**src/rtl/mult_pkg.sv**
```systemverilog
// mult_pkg: shared types and constants for the sequential 24x24 multiplier.
package mult_pkg;

    localparam int WIDTH = 24;
    localparam int HALF  = WIDTH / 2;

    localparam logic [5:0] SH0 = 6'd0;
    localparam logic [5:0] SH1 = 6'd12;
    localparam logic [5:0] SH2 = 6'd12;
    localparam logic [5:0] SH3 = 6'd24;

    typedef enum logic [1:0] {IDLE, MUL, DONE} state_t;

    function automatic logic [5:0] step_shift(input logic [1:0] step);
        return step == 2'd0 ? SH0 :
               step == 2'd1 ? SH1 :
               step == 2'd2 ? SH2 : SH3;
    endfunction

endpackage

```
**src/rtl/mult12.sv**
```systemverilog
// mult12: combinational 12x12 unsigned multiplier core.
module mult12 (
    input  logic [11:0] a,
    input  logic [11:0] b,
    output logic [23:0] p
);

    assign p = {12'd0, a} * {12'd0, b};

endmodule

```
**src/rtl/mult24_seq.sv**
```systemverilog
// mult24_seq: 24x24 unsigned multiplier sharing one mult12 core over four cycles.
module mult24_seq
    import mult_pkg::*;
(
    input  logic                 clk,
    input  logic                 rst_n,
    input  logic                 in_valid,
    output logic                 in_ready,
    input  logic [WIDTH-1:0]     a,
    input  logic [WIDTH-1:0]     b,
    output logic                 out_valid,
    input  logic                 out_ready,
    output logic [2*WIDTH-1:0]   product,
    output logic                 busy
);

    state_t               state, state_nxt;
    logic [WIDTH-1:0]     a_r, b_r;
    logic [2*WIDTH-1:0]   acc;
    logic [1:0]           step;
    logic [HALF-1:0]      op_a, op_b;
    logic [2*HALF-1:0]    pp;
    logic [2*WIDTH-1:0]   pp_sh;
    logic                 accept;

    // step[1] picks the high half of a, step[0] the high half of b
    assign op_a  = step[1] ? a_r[WIDTH-1:HALF] : a_r[HALF-1:0];
    assign op_b  = step[0] ? b_r[WIDTH-1:HALF] : b_r[HALF-1:0];
    assign pp_sh = {{WIDTH{1'b0}}, pp} << step_shift(step);

    mult12 u_mult12 (
        .a(op_a),
        .b(op_b),
        .p(pp)
    );

    always_comb begin
        state_nxt = state;
        in_ready  = 1'b0;
        out_valid = 1'b0;
        busy      = 1'b0;
        case (state)
            IDLE: begin
                in_ready = 1'b1;
                if (in_valid) state_nxt = MUL;
            end
            MUL: begin
                busy = 1'b1;
                if (step == 2'd3) state_nxt = DONE;
            end
            DONE: begin
                out_valid = 1'b1;
                in_ready  = out_ready;
                if (out_ready) state_nxt = in_valid ? MUL : IDLE;
            end
            default: state_nxt = IDLE;
        endcase
    end

    assign accept  = in_valid && in_ready;
    assign product = acc;

    always_ff @(posedge clk or negedge rst_n) begin
        if (!rst_n) state <= IDLE;
        else        state <= state_nxt;
    end

    always_ff @(posedge clk or negedge rst_n) begin
        if (!rst_n) begin
            a_r  <= '0;
            b_r  <= '0;
            acc  <= '0;
            step <= '0;
        end else if (accept) begin
            a_r  <= a;
            b_r  <= b;
            acc  <= '0;
            step <= '0;
        end else if (state == MUL) begin
            acc  <= acc + pp_sh;
            step <= step + 2'd1;
        end
    end

endmodule

```
**config.mk**
```make
export PLATFORM = sky130hd
export DESIGN_NAME = mult24_seq
export DESIGN_NICKNAME = d
export VERILOG_FILES = /design/src/rtl/mult_pkg.sv /design/src/rtl/mult12.sv /design/src/rtl/mult24_seq.sv
export SDC_FILE = /design/constraint.sdc
export NUM_CORES = 1
export LEC_CHECK = 0
export CORE_MARGIN = 4
export CORE_UTILIZATION = 40
export DETAILED_ROUTE_END_ITERATION = 7
export PLACE_DENSITY_LB_ADDON = 0.1
export SYNTH_ARGS = -nofsm -noshare
export SYNTH_HDL_FRONTEND = slang
export SYNTH_SLANG_ARGS = --single-unit
```
**constraint.sdc**
```tcl
create_clock -name clk -period 12.15 [get_ports clk]
set_clock_uncertainty 0.2 [all_clocks]
set_input_delay 1.8225 -clock clk [delete_from_list [all_inputs] [get_ports clk]]
set_output_delay 1.8225 -clock clk [all_outputs]
set_load 0.03 [all_outputs]
```
-- After elaboration in Yosys (flattened, before gate mapping)
Index checks and enable logic that the tools add are counted.
- flip-flop bits (word level): 100
- bits in latches: 0
- bits in writable memories: 0
- memory bits (read-only): 0
- output and inout port bits: 51
- memories: 0
- add/sub/neg operators: 2
- multipliers: 1
- divide/modulo/power cells: 0
- $lt $le $gt $ge: 0
- equal/unequal tests: 8
- shifts and indexed selects: 1
- multiplexer cells: 17
- bitwise operators: 0
- reduce and logical (&&, ||, !) cells: 5
- operators with widths (operator ; count):
    48-bit two-way mux ; 2
    48-bit adder ; 1
    24-bit by 5-bit left shift with 48-bit output ; 1
    12-bit by 12-bit multiplier with 24-bit output ; 1
    12-bit two-way mux ; 2
    5-bit two-way mux ; 3
    2-bit two-way mux ; 5
    2-bit == test (second input constant) ; 3
    2-bit inequality test (second input constant) ; 3
    2-bit case mux with 3 select lines ; 1
    2-bit by 1-bit == test with 1-bit output (second input constant) ; 2
    2-bit zero test ; 2
    1-bit two-way mux ; 3
    3-bit AND reduction ; 1
    2-bit by 1-bit adder with 2-bit output (second input constant) ; 1
    1-bit case mux with 2 select lines ; 1
    2-bit nonzero test ; 1
    1-bit logical AND ; 1

-- Longest topological paths before layout
- depth in word-level cells: 8
- depth in mapped cells: 37

-- Modules after synthesis
Synthesis repeated with hierarchy kept, for this count alone.
- cell total of the unflattened synthesis: 1426
- area total of the unflattened synthesis: 12420.7 µm²
- modules (own cells, without submodules) (module ; instances ; cells an instance ; area each (µm²) ; seq. area each (µm²)):
    mult24_seq ; 1 ; 860 ; 7721.2 ; 2502.4
    mult12 ; 1 ; 566 ; 4699.5 ; 0.0

-- Worst setup path before layout
OpenSTA, ideal clock, no wires.
- path kind: register -> register
- start point: register step[1]
- end point: register acc[47], in the netlist product[47]
- library setup time: 90 ps
- data arrival time: 8654 ps
- required time: 11860 ps
- path slack: 3206 ps
- stages on the path, launching flop included: 36
- path buffers: 2
- cell sequence: dfrtp_1 buf_1 clkbuf_1 mux2i_1 nor2_1 fa_1 inv_1 fa_1 inv_1 fa_1 fa_1 inv_1 fa_1 inv_1 ha_1 o21a_1 and4_4 a21oi_4 a21oi_2 or2_2 a21o_1 a21oi_1 xnor2_1 a31oi_1 o21ai_0 ha_1 inv_1 o21bai_1 a21o_1 a32oi_1 nand3_1 o21a_1 a41o_1 a311o_2 a211o_1 o2111ai_1
- longest elaborated chain between the ends: 8
- elaborated cells on any way between the ends: 12
- classes of those cells: add/sub (1); mul (1); eq/ne (2); shift (1); mux (6); reduce/logical (1)
- ends and longest elaborated chain (item ; RTL line ; source):
    start, declared ; mult24_seq.sv:20 ; logic [1:0] step;
    start signal, assigned ; mult24_seq.sv:81 ; step <= step + 2'd1;
    branches (longest 4 deep; another with 12-bit by 12-bit multiplier with 24-bit output) ; n/a ;
    24-bit by 5-bit left shift with 48-bit output (*) ; mult24_seq.sv:29 ; assign pp_sh = {{WIDTH{1'b0}}, pp} << step_shift(step);
    48-bit adder (*) ; mult24_seq.sv:80 ; acc <= acc + pp_sh;
    48-bit two-way mux (*) ; mult24_seq.sv:79 ; end else if (state == MUL) begin
    48-bit two-way mux (*) ; mult24_seq.sv:74 ; end else if (accept) begin
    end signal, assigned ; mult24_seq.sv:80 ;
    end, declared ; mult24_seq.sv:19 ; logic [2*WIDTH-1:0] acc;
Mark *: on every way between the ends. The select of a mux whose other input is x is not followed.
A chain may end at the register's enable or synchronous reset.

-- Worst setup path after layout
Same ends and word-level chain as after synthesis.

==> key figures <==
Floorplan
  – Number of core rows: 63
  – Die X: 183 microns
  – IO Count: 103
  – Total core area: 0.0299 sq mm
  – Die height: 183 microns
  – Die area: 0.0333 sq mm
  – Starting Density: 40.8%

Min path
  – Hold Path Origin: a_r[10]
  – Worst hold stages: 1
  – Min-Delay Path Class: register to register
  – Hold endpoint: a_r[10]

CTS
  – Post-CTS sizing: 0
  – TritonCTS clock tree: built
  – Post-CTS Hold Buffers: 0
  – CTS Buf Count: 9
  – Post-CTS Setup Inserts: 0
  – Clk pin slew, worst setup/hold paths: 0.08 ns
  – Clock sink total: 100
  – # H-tree levels: 3
  – Clock Path Buffers: 2
  – Clock Tree Root: clkbuf_16
  – Insertion delay to the later sink of the worst-skew pair: 0.38 ns

Setup path
  – Max stage delay on crit path: 1.02 ns
  – Worst endpoint required time: 12.23 ns
  – Reg2reg end: product[47]
  – Reg2reg start: step[1]
  – Critical Path Sink Type: register
  – R2r worst-path depth: 32
  – Crit path DAT: 10.22 ns
  – Top delay family on crit path: adder cells
  – Most common cell on crit path: fa_1
  – Bufs and invs on worst path: 4
  – WS Path Type: register to register
  – CP max-delay cell: dfrtp_1
  – R2R Setup Slk: 2.01 ns
  – Crit-path max FO: 24
  – CP Launch Type: register

Layout
  – Nets@finish: 1725
  – Layout area overhead: 13.4%
  – Fill count: 2964
  – Ratio of cells with drive above 1 in the final layout: 7.67%
  – N_diodes: 0
  – Non-filler cells, final: 1851

STA
  – Post-route setup TNS: 0 ns
  – Fin. max-slew vios: 0
  – Worst-Margin Slew: 1.02 ns
  – Final hold viol count: 0
  – Final min period: 10.14 ns
  – Fmax: 0.0986 GHz
  – Slew margin rel.: 31.7%
  – Period utilisation layout: 83.5%
  – Final Setup Violations: 0
  – RSZ-0062 raised after global routing: false

Routing
  – Initial DRC Count: 459
  – WL per Instance: 18.6 microns
  – DRC Markers: 0
  – Via count: 9895
  – Vias per inst: 5.35
  – DRT antenna net count: 0
  – Routed wire length: 34400 microns
  – Drt pass-1 iters: 5

Yosys
  – Dominant synthesized flop cell: dfrtp_1
  – Share of the synthesized area in the top cell type: 20.5%
  – Yosys cell types: 73
  – Number of enable flip-flop cells after synthesis: 0
  – Top cells by area, synth: dfrtp_1, fa_1, ha_1, mux2_2, nand2_1
  – Top-count cell post-synth: nand2_1
  – Synthesized cell area: 0.0122 sq mm
  – Yosys reg bits: 100
  – Synth warn: 0
  – Syn_area_per_cell: 8.71 sq um
  – Post-synthesis sequential area ratio: 20.5%
  – Commonest cells in the netlist: nand2_1, inv_1, ha_1, fa_1, dfrtp_1
  – Syn Nets: 1666
  – Dominant cell type by area after synthesis: dfrtp_1
  – Post-Syn Instances: 1398
  – Post-synth ARST share: 100%

Placement
  – Placed insts: 1836
  – I/O Buffers: 102
  – DPL Wire Length: 28000 microns
  – GPL Wtd Cong: 0.882

Global routing
  – All-Layer GR Usage: 21.1%
  – Initial antenna violation count: 0
  – Congestion Overflow GR: 0
  – Vias in the first global route: 10.5k
  – Global-route wire length before repair: 56600 microns
  – Largest net degree at the start of global routing: 67

Run
  – Max Cap Violations: 0

Run status
  – Run status: completed
## cell type report
type | count | area, sq um | area share (%)
clock buffers | 9 | 225 | 1.63
clock inverters | 6 | 78.8 | 0.570
inverters | 159 | 597 | 4.32
multi-input cells | 1078 | 8860 | 64.1
flip-flops and latches | 100 | 2500 | 18.1
well taps | 390 | 488 | 3.53
repair buffers | 109 | 1070 | 7.75
## worst max-delay path by stage
stage	start	end	slack, ns	depth (start not counted)
floorplan	step[1]	product[47]	3.21	35
global placement	step[0]	product[47]	2.06	29
detailed placement	step[0]	product[47]	2.10	29
CTS	step[0]	product[47]	2.03	29
global route	step[0]	product[47]	1.53	30
finish	step[1]	product[47]	2.01	32
## sequential cells by signal, indices dropped and copies added, names as in the netlist
| register | count |
|---|---|
| a_r | 24 |
| b_r | 24 |
| product | 48 |
| state | 2 |
| step | 2 |
## cell families (layout without fill, tap and decap cells)
logic type / Yosys count / in the layout / share of synthesized area (%)
xor gates and xnor gates: 59 / 59 / 4.36
AOI/OAI and AO/OA: 317 / 317 / 16.8
buffers and inverters: 220 / 283 / 6.80
DFF: 100 / 100 / 20.5
and+or+nand+nor: 385 / 385 / 14.0
adders and majority gates: 216 / 216 / 28.4
muxes: 101 / 101 / 9.08
## per-stage QoR
step / utilization [%] / cell area [sq um] / setup slack [ns] / hold WS, ns
global placement: 45.2 / 13500 / 2.06 / 0.287
global route: 46.3 / 13800 / 1.53 / 0.334
CTS: 46.3 / 13800 / 2.03 / 0.313
detailed placement: 45.2 / 13500 / 2.10 / 0.293
finish: 46.3 / 13800 / 2.01 / 0.306
floorplan: - / 12200 / 3.21 / 0.275
## cells in the final DEF, fill, tap and decap left out, types with 4 or more instances in the layout
master,count
nand3_1,14
a21oi_1,78
o31ai_1,5
fa_1,101
a211o_1,4
and2_1,30
a21o_1,47
a21boi_0,4
inv_1,158
and3_1,9
nor2b_1,7
dfrtp_1,100
xor2_1,20
o22ai_1,22
o21ai_0,55
o21ai_1,16
nor3_1,12
a31oi_1,10
buf_4,8
xnor2_1,38
mux2i_1,25
a211oi_1,13
nand4_1,10
mux2_2,76
clkbuf_16,9
o21bai_1,17
ha_1,115
nand2_1,187
o211ai_1,5
o21a_1,8
nor2_1,90
clkdlybuf4s50_1,101
## per-layer routing
layer / global-route usage, % / share of wire [%]
met1: 27.5 / 45
met4: 6.87 / 3.1
met3: 3.37 / 3.7
met2: 35.7 / 48
met5: 0 / 0
Power is left out: the tool's default activity adds up to more than one toggle a clock period on the data nets, which glitch-free logic cannot reach.
